--- src/rtl/dotp_pkg.sv ---
// Shared types, defaults and width helpers for the dot-product engine.
package dotp_pkg;

  localparam int DEF_DATA_WIDTH  = 8;
  localparam int DEF_VETOR_WIDTH = 4;

  typedef enum logic [1:0] {
    IDLE  = 2'd0,
    ISSUE = 2'd1,
    DRAIN = 2'd2,
    HOLD  = 2'd3
  } state_t;

  function automatic int clog2(input int value);
    int r;
    r = 0;
    while ((1 << r) < value) r = r + 1;
    return r;
  endfunction

  function automatic int result_width(input int data_w, input int vetor_w);
    return 2 * data_w + clog2(vetor_w);
  endfunction

endpackage

--- src/rtl/dotp_if.sv ---
// Request, memory read port and result handshake of the dot-product engine.
interface dotp_if
  import dotp_pkg::*;
#(
  parameter int DATA_WIDTH   = DEF_DATA_WIDTH,
  parameter int VETOR_WIDTH  = DEF_VETOR_WIDTH,
  parameter int ADDR_WIDTH   = clog2(VETOR_WIDTH * DATA_WIDTH),
  parameter int RESULT_WIDTH = result_width(DATA_WIDTH, VETOR_WIDTH)
) ();

  logic                    start;
  logic [ADDR_WIDTH-1:0]   base_addr;
  logic                    busy;
  logic                    rd_en;
  logic [ADDR_WIDTH-1:0]   rd_addr;
  logic [DATA_WIDTH-1:0]   a_data;
  logic [DATA_WIDTH-1:0]   b_data;
  logic [RESULT_WIDTH-1:0] result;
  logic                    result_valid;
  logic                    result_ready;

  modport master (
    input  start, base_addr, a_data, b_data, result_ready,
    output busy, rd_en, rd_addr, result, result_valid
  );

  modport slave (
    output start, base_addr, a_data, b_data, result_ready,
    input  busy, rd_en, rd_addr, result, result_valid
  );

endinterface

--- src/rtl/dotp_mac.sv ---
// Unsigned multiply-accumulate on returning read data; stage-2 valid gates each add.
// sum_dat is combinational acc + current product so the top can capture the final total.
module dotp_mac
  import dotp_pkg::*;
#(
  parameter int DATA_WIDTH   = DEF_DATA_WIDTH,
  parameter int RESULT_WIDTH = result_width(DEF_DATA_WIDTH, DEF_VETOR_WIDTH)
) (
  input  logic                    clk,
  input  logic                    rst_n,
  input  logic                    clr,
  input  logic                    in_vld,
  input  logic [DATA_WIDTH-1:0]   a_dat,
  input  logic [DATA_WIDTH-1:0]   b_dat,
  output logic [RESULT_WIDTH-1:0] sum_dat
);

  logic [RESULT_WIDTH-1:0] acc_q, acc_d;
  logic                    vld2_q, vld2_d;
  logic [2*DATA_WIDTH-1:0] prod;

  always_comb begin
    prod    = a_dat * b_dat;
    sum_dat = acc_q + RESULT_WIDTH'(prod);
    acc_d   = acc_q;
    vld2_d  = in_vld;
    if (clr) begin
      acc_d  = '0;
      vld2_d = 1'b0;
    end else if (vld2_q) begin
      acc_d = sum_dat;
    end
  end

  always_ff @(posedge clk or negedge rst_n) begin
    if (!rst_n) begin
      acc_q  <= '0;
      vld2_q <= 1'b0;
    end else begin
      acc_q  <= acc_d;
      vld2_q <= vld2_d;
    end
  end

endmodule

--- src/rtl/dot_product_engine.sv ---
// Sequences VETOR_WIDTH shared reads to two memories and presents their unsigned dot product.
// Start-to-valid is VETOR_WIDTH+1 cycles; result is held until result_ready, start ignored while busy.
module dot_product_engine
  import dotp_pkg::*;
#(
  parameter int DATA_WIDTH   = DEF_DATA_WIDTH,
  parameter int VETOR_WIDTH  = DEF_VETOR_WIDTH,
  parameter int ADDR_WIDTH   = clog2(VETOR_WIDTH * DATA_WIDTH),
  parameter int RESULT_WIDTH = result_width(DATA_WIDTH, VETOR_WIDTH)
) (
  input  logic   clk,
  input  logic   rst_n,
  dotp_if.master io
);

  localparam int CNT_W = clog2(VETOR_WIDTH + 1);

  state_t                  state_q, state_d;
  logic                    busy_q, busy_d;
  logic                    rd_en_q, rd_en_d;
  logic [ADDR_WIDTH-1:0]   rd_addr_q, rd_addr_d;
  logic [CNT_W-1:0]        cnt_q, cnt_d;
  logic [RESULT_WIDTH-1:0] result_q, result_d;
  logic                    result_valid_q, result_valid_d;
  logic                    mac_clr;
  logic [RESULT_WIDTH-1:0] mac_sum;

  // rd_en_q doubles as stage 1 of the outstanding-read valid pipe.
  dotp_mac #(
    .DATA_WIDTH   (DATA_WIDTH),
    .RESULT_WIDTH (RESULT_WIDTH)
  ) u_mac (
    .clk     (clk),
    .rst_n   (rst_n),
    .clr     (mac_clr),
    .in_vld  (rd_en_q),
    .a_dat   (io.a_data),
    .b_dat   (io.b_data),
    .sum_dat (mac_sum)
  );

  always_comb begin
    state_d        = state_q;
    busy_d         = busy_q;
    rd_en_d        = 1'b0;
    rd_addr_d      = rd_addr_q;
    cnt_d          = cnt_q;
    result_d       = result_q;
    result_valid_d = result_valid_q;
    mac_clr        = 1'b0;
    case (state_q)
      IDLE: begin
        if (io.start) begin
          state_d   = ISSUE;
          busy_d    = 1'b1;
          rd_en_d   = 1'b1;
          rd_addr_d = io.base_addr;
          cnt_d     = CNT_W'(1);
          mac_clr   = 1'b1;
        end
      end
      ISSUE: begin
        if (cnt_q == CNT_W'(VETOR_WIDTH)) begin
          state_d = DRAIN;
        end else begin
          rd_en_d   = 1'b1;
          rd_addr_d = rd_addr_q + ADDR_WIDTH'(1);
          cnt_d     = cnt_q + CNT_W'(1);
        end
      end
      DRAIN: begin
        // The last element's product is on the read bus during this cycle.
        result_d       = mac_sum;
        result_valid_d = 1'b1;
        state_d        = HOLD;
      end
      HOLD: begin
        if (io.result_ready) begin
          result_valid_d = 1'b0;
          busy_d         = 1'b0;
          state_d        = IDLE;
        end
      end
      default: state_d = IDLE;
    endcase
  end

  always_ff @(posedge clk or negedge rst_n) begin
    if (!rst_n) begin
      state_q        <= IDLE;
      busy_q         <= 1'b0;
      rd_en_q        <= 1'b0;
      rd_addr_q      <= '0;
      cnt_q          <= '0;
      result_q       <= '0;
      result_valid_q <= 1'b0;
    end else begin
      state_q        <= state_d;
      busy_q         <= busy_d;
      rd_en_q        <= rd_en_d;
      rd_addr_q      <= rd_addr_d;
      cnt_q          <= cnt_d;
      result_q       <= result_d;
      result_valid_q <= result_valid_d;
    end
  end

  assign io.busy         = busy_q;
  assign io.rd_en        = rd_en_q;
  assign io.rd_addr      = rd_addr_q;
  assign io.result       = result_q;
  assign io.result_valid = result_valid_q;

endmodule

--- src/flat_wrapper.sv ---
// flat-port wrapper written by rule: the top's interface ports become plain ports
module dot_product_engine_flat import dotp_pkg::*;
#(
  parameter int DATA_WIDTH   = DEF_DATA_WIDTH,
  parameter int VETOR_WIDTH  = DEF_VETOR_WIDTH,
  parameter int ADDR_WIDTH   = clog2(VETOR_WIDTH * DATA_WIDTH),
  parameter int RESULT_WIDTH = result_width(DATA_WIDTH, VETOR_WIDTH)
)
  (clk, rst_n, io_start, io_base_addr, io_a_data, io_b_data, io_result_ready, io_busy, io_rd_en, io_rd_addr, io_result, io_result_valid);
  dotp_if #(.DATA_WIDTH(DATA_WIDTH), .VETOR_WIDTH(VETOR_WIDTH), .ADDR_WIDTH(ADDR_WIDTH), .RESULT_WIDTH(RESULT_WIDTH)) io_i ();
  input  logic clk;
  input  logic rst_n;
  input wire logic [$bits(io_i.start)-1:0] io_start;
  input wire logic [$bits(io_i.base_addr)-1:0] io_base_addr;
  input wire logic [$bits(io_i.a_data)-1:0] io_a_data;
  input wire logic [$bits(io_i.b_data)-1:0] io_b_data;
  input wire logic [$bits(io_i.result_ready)-1:0] io_result_ready;
  output wire logic [$bits(io_i.busy)-1:0] io_busy;
  output wire logic [$bits(io_i.rd_en)-1:0] io_rd_en;
  output wire logic [$bits(io_i.rd_addr)-1:0] io_rd_addr;
  output wire logic [$bits(io_i.result)-1:0] io_result;
  output wire logic [$bits(io_i.result_valid)-1:0] io_result_valid;
  assign io_i.start = io_start;
  assign io_i.base_addr = io_base_addr;
  assign io_i.a_data = io_a_data;
  assign io_i.b_data = io_b_data;
  assign io_i.result_ready = io_result_ready;
  assign io_busy = io_i.busy;
  assign io_rd_en = io_i.rd_en;
  assign io_rd_addr = io_i.rd_addr;
  assign io_result = io_i.result;
  assign io_result_valid = io_i.result_valid;
  dot_product_engine #(.DATA_WIDTH(DATA_WIDTH), .VETOR_WIDTH(VETOR_WIDTH), .ADDR_WIDTH(ADDR_WIDTH), .RESULT_WIDTH(RESULT_WIDTH)) u_core (.clk(clk), .rst_n(rst_n), .io(io_i));
endmodule
--- config.mk ---
export PLATFORM = sky130hd
export DESIGN_NAME = dot_product_engine_flat
export DESIGN_NICKNAME = d
export VERILOG_FILES = /design/src/rtl/dotp_pkg.sv /design/src/rtl/dotp_if.sv /design/src/rtl/dotp_mac.sv /design/src/rtl/dot_product_engine.sv /design/src/flat_wrapper.sv
export SDC_FILE = /design/constraint.sdc
export NUM_CORES = 1
export LEC_CHECK = 0
export CAP_MARGIN = 0
export CORE_MARGIN = 2
export CORE_UTILIZATION = 59
export DETAILED_ROUTE_END_ITERATION = 16
export GPL_TIMING_DRIVEN = 0
export PLACE_DENSITY = 0.82
export SYNTH_ARGS = -nofsm -noshare
export SYNTH_HDL_FRONTEND = slang
export SYNTH_SLANG_ARGS = --single-unit
--- constraint.sdc ---
create_clock -name clk -period 5 [get_ports clk]
set_input_delay 0.5 -clock clk [delete_from_list [all_inputs] [get_ports clk]]
set_output_delay 0.5 -clock clk [all_outputs]
set_load 0.05 [all_outputs]
==> summary.log <==
INFO  worst_setup_path setup.worst_path.class=in2reg
INFO  global_route   gr-usage-met1=34.71%
INFO  floorplanning  std_cell_rows=33
INFO  final_layout   fin_nets=725
INFO  synth          synthTopCellsByArea=dfrtp_1 (25%), fa_1 (20%), ha_1 (12%)
INFO  synth          synthCells=546
INFO  clock_tree     cts_made_buffers=5
INFO  clock_tree     max-clock-path-buffers=2
INFO  sta            post-route-worst-setup-slack=147.2ps
INFO  hold_path      hold_path_class=in2async
INFO  synth          synthXorXnorAreaFrac=1.050%
INFO  final_layout   post_route_cells_drive_above_1_share=5.464%
INFO  global_route   grt_first_pass_wirelength=18.51mm
INFO  place          place.gp.congestion=0.8639
INFO  synth          synth_area_per_cell=9.169um^2
INFO  global_route   grt_overflow=0
INFO  clock_tree     cts.reportedPaths.clkPinSlew=90ps
INFO  sta            clock_skew=14.34ps
INFO  clock_tree     cts_tree=yes
INFO  synth          synth_area_leader_cell=dfrtp_1
INFO  floorplanning  fp.dieW=96.12um
INFO  global_route   maximum_number_of_pins_on_one_net_before_global_route_repair=37
INFO  final_layout   finish.instance_area=5734um^2
INFO  floorplanning  ioPinCount=51
INFO  final_layout   seqCellArea=1251um^2
INFO  synth          top_cell_types_by_occurrence_after_synthesis=inv_1 (99), nand2_1 (60), dfrtp_1 (50), fa_1 (50), ha_1 (47)
INFO  status         status=finished, final reports clean
INFO  detailed_routing drt_iter0_drc=215
INFO  sta            tightest_slew=627.7ps
INFO  synth          synth_top_family_by_area=adder cells
INFO  synth          yosys.area_share.simple=15.35%
INFO  synth          asyncSetResetFlopFracSynth=100.0%
INFO  place          dpl.hpwl=8.705mm
INFO  detailed_routing vias=4020
INFO  place          detailedPlace.worstSlack=-645.3ps
INFO  synth          synth-seq-cells=50
INFO  worst_setup_path worst-endpoint-required=5180ps
INFO  detailed_routing drc_errors=0
INFO  sta            final_period_minus_worst_setup_slack=4853ps
INFO  final_layout   areaGrowthSynthToFinish=14.55%
INFO  synth          synth-main-ff-cell=dfrtp_1
INFO  global_route   grt_most_used_layer=met2
INFO  sta            setup_violations=0
INFO  detailed_routing detailedRoute.firstPassIterationCount=5
INFO  floorplanning  design.die.area=9238um^2
INFO  synth          synth.net_count=668
INFO  synth          post-synth-top-area-fraction=24.99%
INFO  worst_setup_path cp_data_arrival_time=5030ps
INFO  clock_tree     worstSkewPairLatency=310ps
INFO  global_route   grt_util_met3=3.681%
INFO  synth          synth_compound_gate_area_share=13.62%
INFO  floorplanning  initial_utilization=60.93%
INFO  sta            grt_setup_unrepaired=false
INFO  synth          synth.mux.area_fraction=4.699%
INFO  final_layout   multi_input_comb_area=3344um^2
INFO  synth          post-synth-top-count-cell=inv_1
INFO  detailed_routing routed_via_density=5.670
INFO  synth          synth-warning-count=0
INFO  place          placedInstanceArea=5653um^2
INFO  clock_tree     cts-hold-fix-buffers=0
INFO  clock_tree     h_tree_depth=2
INFO  detailed_routing number_of_nets_with_antenna_violations_after_routing=0
INFO  floorplanning  floorplan.die.height=96.12um
INFO  synth          synth_sequential_area_ratio=24.99%
INFO  final_layout   fillCellCount=658
INFO  synth          edff_count_synth=0
INFO  sta            fraction_of_the_cycle_the_final_worst_path_needs=97.06%
INFO  final_layout   num_antenna_cells=0
INFO  clock_tree     cts.root.buffer_cell=clkbuf_8
INFO  worst_setup_path critical_path_sink_type=flop
INFO  synth          synth_adder_area_share=31.74%
INFO  synth          synth_cell_area=5006um^2
INFO  global_route   met2_usage=43.46%
INFO  worst_setup_path worst-path-max-fanout=9
INFO  sta            final_max_slew_viol_count=0
INFO  sta            max_clock_freq=206.1MHz
INFO  clock_tree     cts_num_sinks=50
INFO  sta            max_slew_margin=57.87%
INFO  sta            hold_viol=0
INFO  worst_setup_path cp-start-kind=input pin
INFO  flow_run       cap_viol_max_count=0
INFO  floorplanning  core_area=8217um^2
INFO  global_route   grtUsageTotal=25.74%
INFO  detailed_routing totalWireLength=10.69mm
INFO  global_route   grt_pass1_vias=4098
INFO  global_route   antenna_violations_before_repair=0
INFO  place          portBuffers=50
INFO  synth          number_of_distinct_library_cells_after_synthesis=53
INFO  detailed_routing post_drt_wl_per_cell=15.07um
==> critical path: stages <==
cell,delay (ps)
dlygate4sd2_1,330
and2_1,220
fa_1,510
fa_1,540
fa_1,580
inv_1,70
fa_1,540
inv_1,50
ha_1,430
a21oi_1,170
o21ai_0,330
a31oi_4,100
o221a_2,320
or3_1,370
==> metal layers <==
layer	part of all wire (%)	up-vias	routed length, um
li1	-	1915	-
met1	44	1967	4701
met2	48	122	5113
met3	6.3	16	670
met4	1.9	0	202
met5	0	-	0
==> cell families after synthesis <==
logic type / after synthesis
xor+xnor: 6
mux: 22
flops: 50
compound gates: 99
simple gates: 158
buf+inv: 114
fa+ha+maj: 97
==> cell type report <==
type | instances | share of cell area [%]
plain buffers | 13 | 0.8510
repair buffers | 52 | 8.662
clock buffers | 5 | 1.200
inverters | 99 | 6.480
flip-flops and latches | 50 | 21.82
well taps | 105 | 2.291
clock inverters | 3 | 0.3709
multi-input cells | 382 | 58.32
==> registers in the layout (all words and copies together) (netlist names) <==
signal / flops
u_core.io.result_valid: 1
u_core.io.busy: 1
u_core.io.rd_en: 1
u_core.u_mac.vld2_q: 1
u_core.state_q: 2
u_core.io.result: 18
u_core.io.rd_addr: 5
u_core.cnt_q: 3
u_core.u_mac.acc_q: 18
==> placed cells by master (no fill, tap or decap), types with 7 or more instances in the layout <==
cell,instances
a21oi_1,17
a211oi_1,7
mux2i_1,10
dlygate4sd2_1,11
fa_1,50
and2_1,34
nand2_1,60
nor2_1,22
nor3_1,10
mux2_2,12
inv_1,99
dfrtp_1,50
clkdlybuf4s50_1,33
clkbuf_1,9
nand3_1,11
ha_1,47
o21ai_0,20
a21o_1,14
==> per-stage QoR <==
step / instances / hold WS, ps / utilization (%) / TNS (ps)
2_1_floorplan: 546 / 204.4 / - / 0
3_3_place_gp: 701 / 468.5 / 68.62 / -4558
3_5_place_dp: 702 / 429.5 / 68.80 / -5521
4_1_cts: 709 / 96.07 / 69.88 / 0
5_1_grt: 709 / 112.7 / 69.79 / 0
6_report: 709 / 90.96 / 69.79 / 0
==> worst paths after layout <==
| kind | startpoint | endpoint | slack (ps) | cells past startpoint |
|---|---|---|---|---|
| setup / recovery | io_a_data[3] | u_core.io.result[17] | 150 | 14 |
| hold / removal | rst_n | u_core.io.rd_addr[1] | 90 | 1 |
| setup reg to reg | u_core.u_mac.acc_q[6] | u_core.u_mac.acc_q[15] | 350 | 14 |
| hold reg to reg | u_core.io.rd_en | u_core.u_mac.vld2_q | 490 | 1 |
| max in group asynchronous | rst_n | u_core.u_mac.acc_q[11] | 4410 | 2 |
| min in group clk | u_core.io.rd_en | u_core.u_mac.vld2_q | 490 | 1 |
==> repair_timing <==
| action | 4_1_cts | 5_1_grt |
|---|---|---|
| cloned | 0 | 0 |
| pin swaps | 1 | 0 |
| buffers inserted | 1 | 0 |
| resized for setup | 20 | 8 |
| setup endpoints to repair | 10 | 7 |
Power is not shown: default switching activity piles up to over one toggle a cycle in this logic, so the estimate is an artifact.
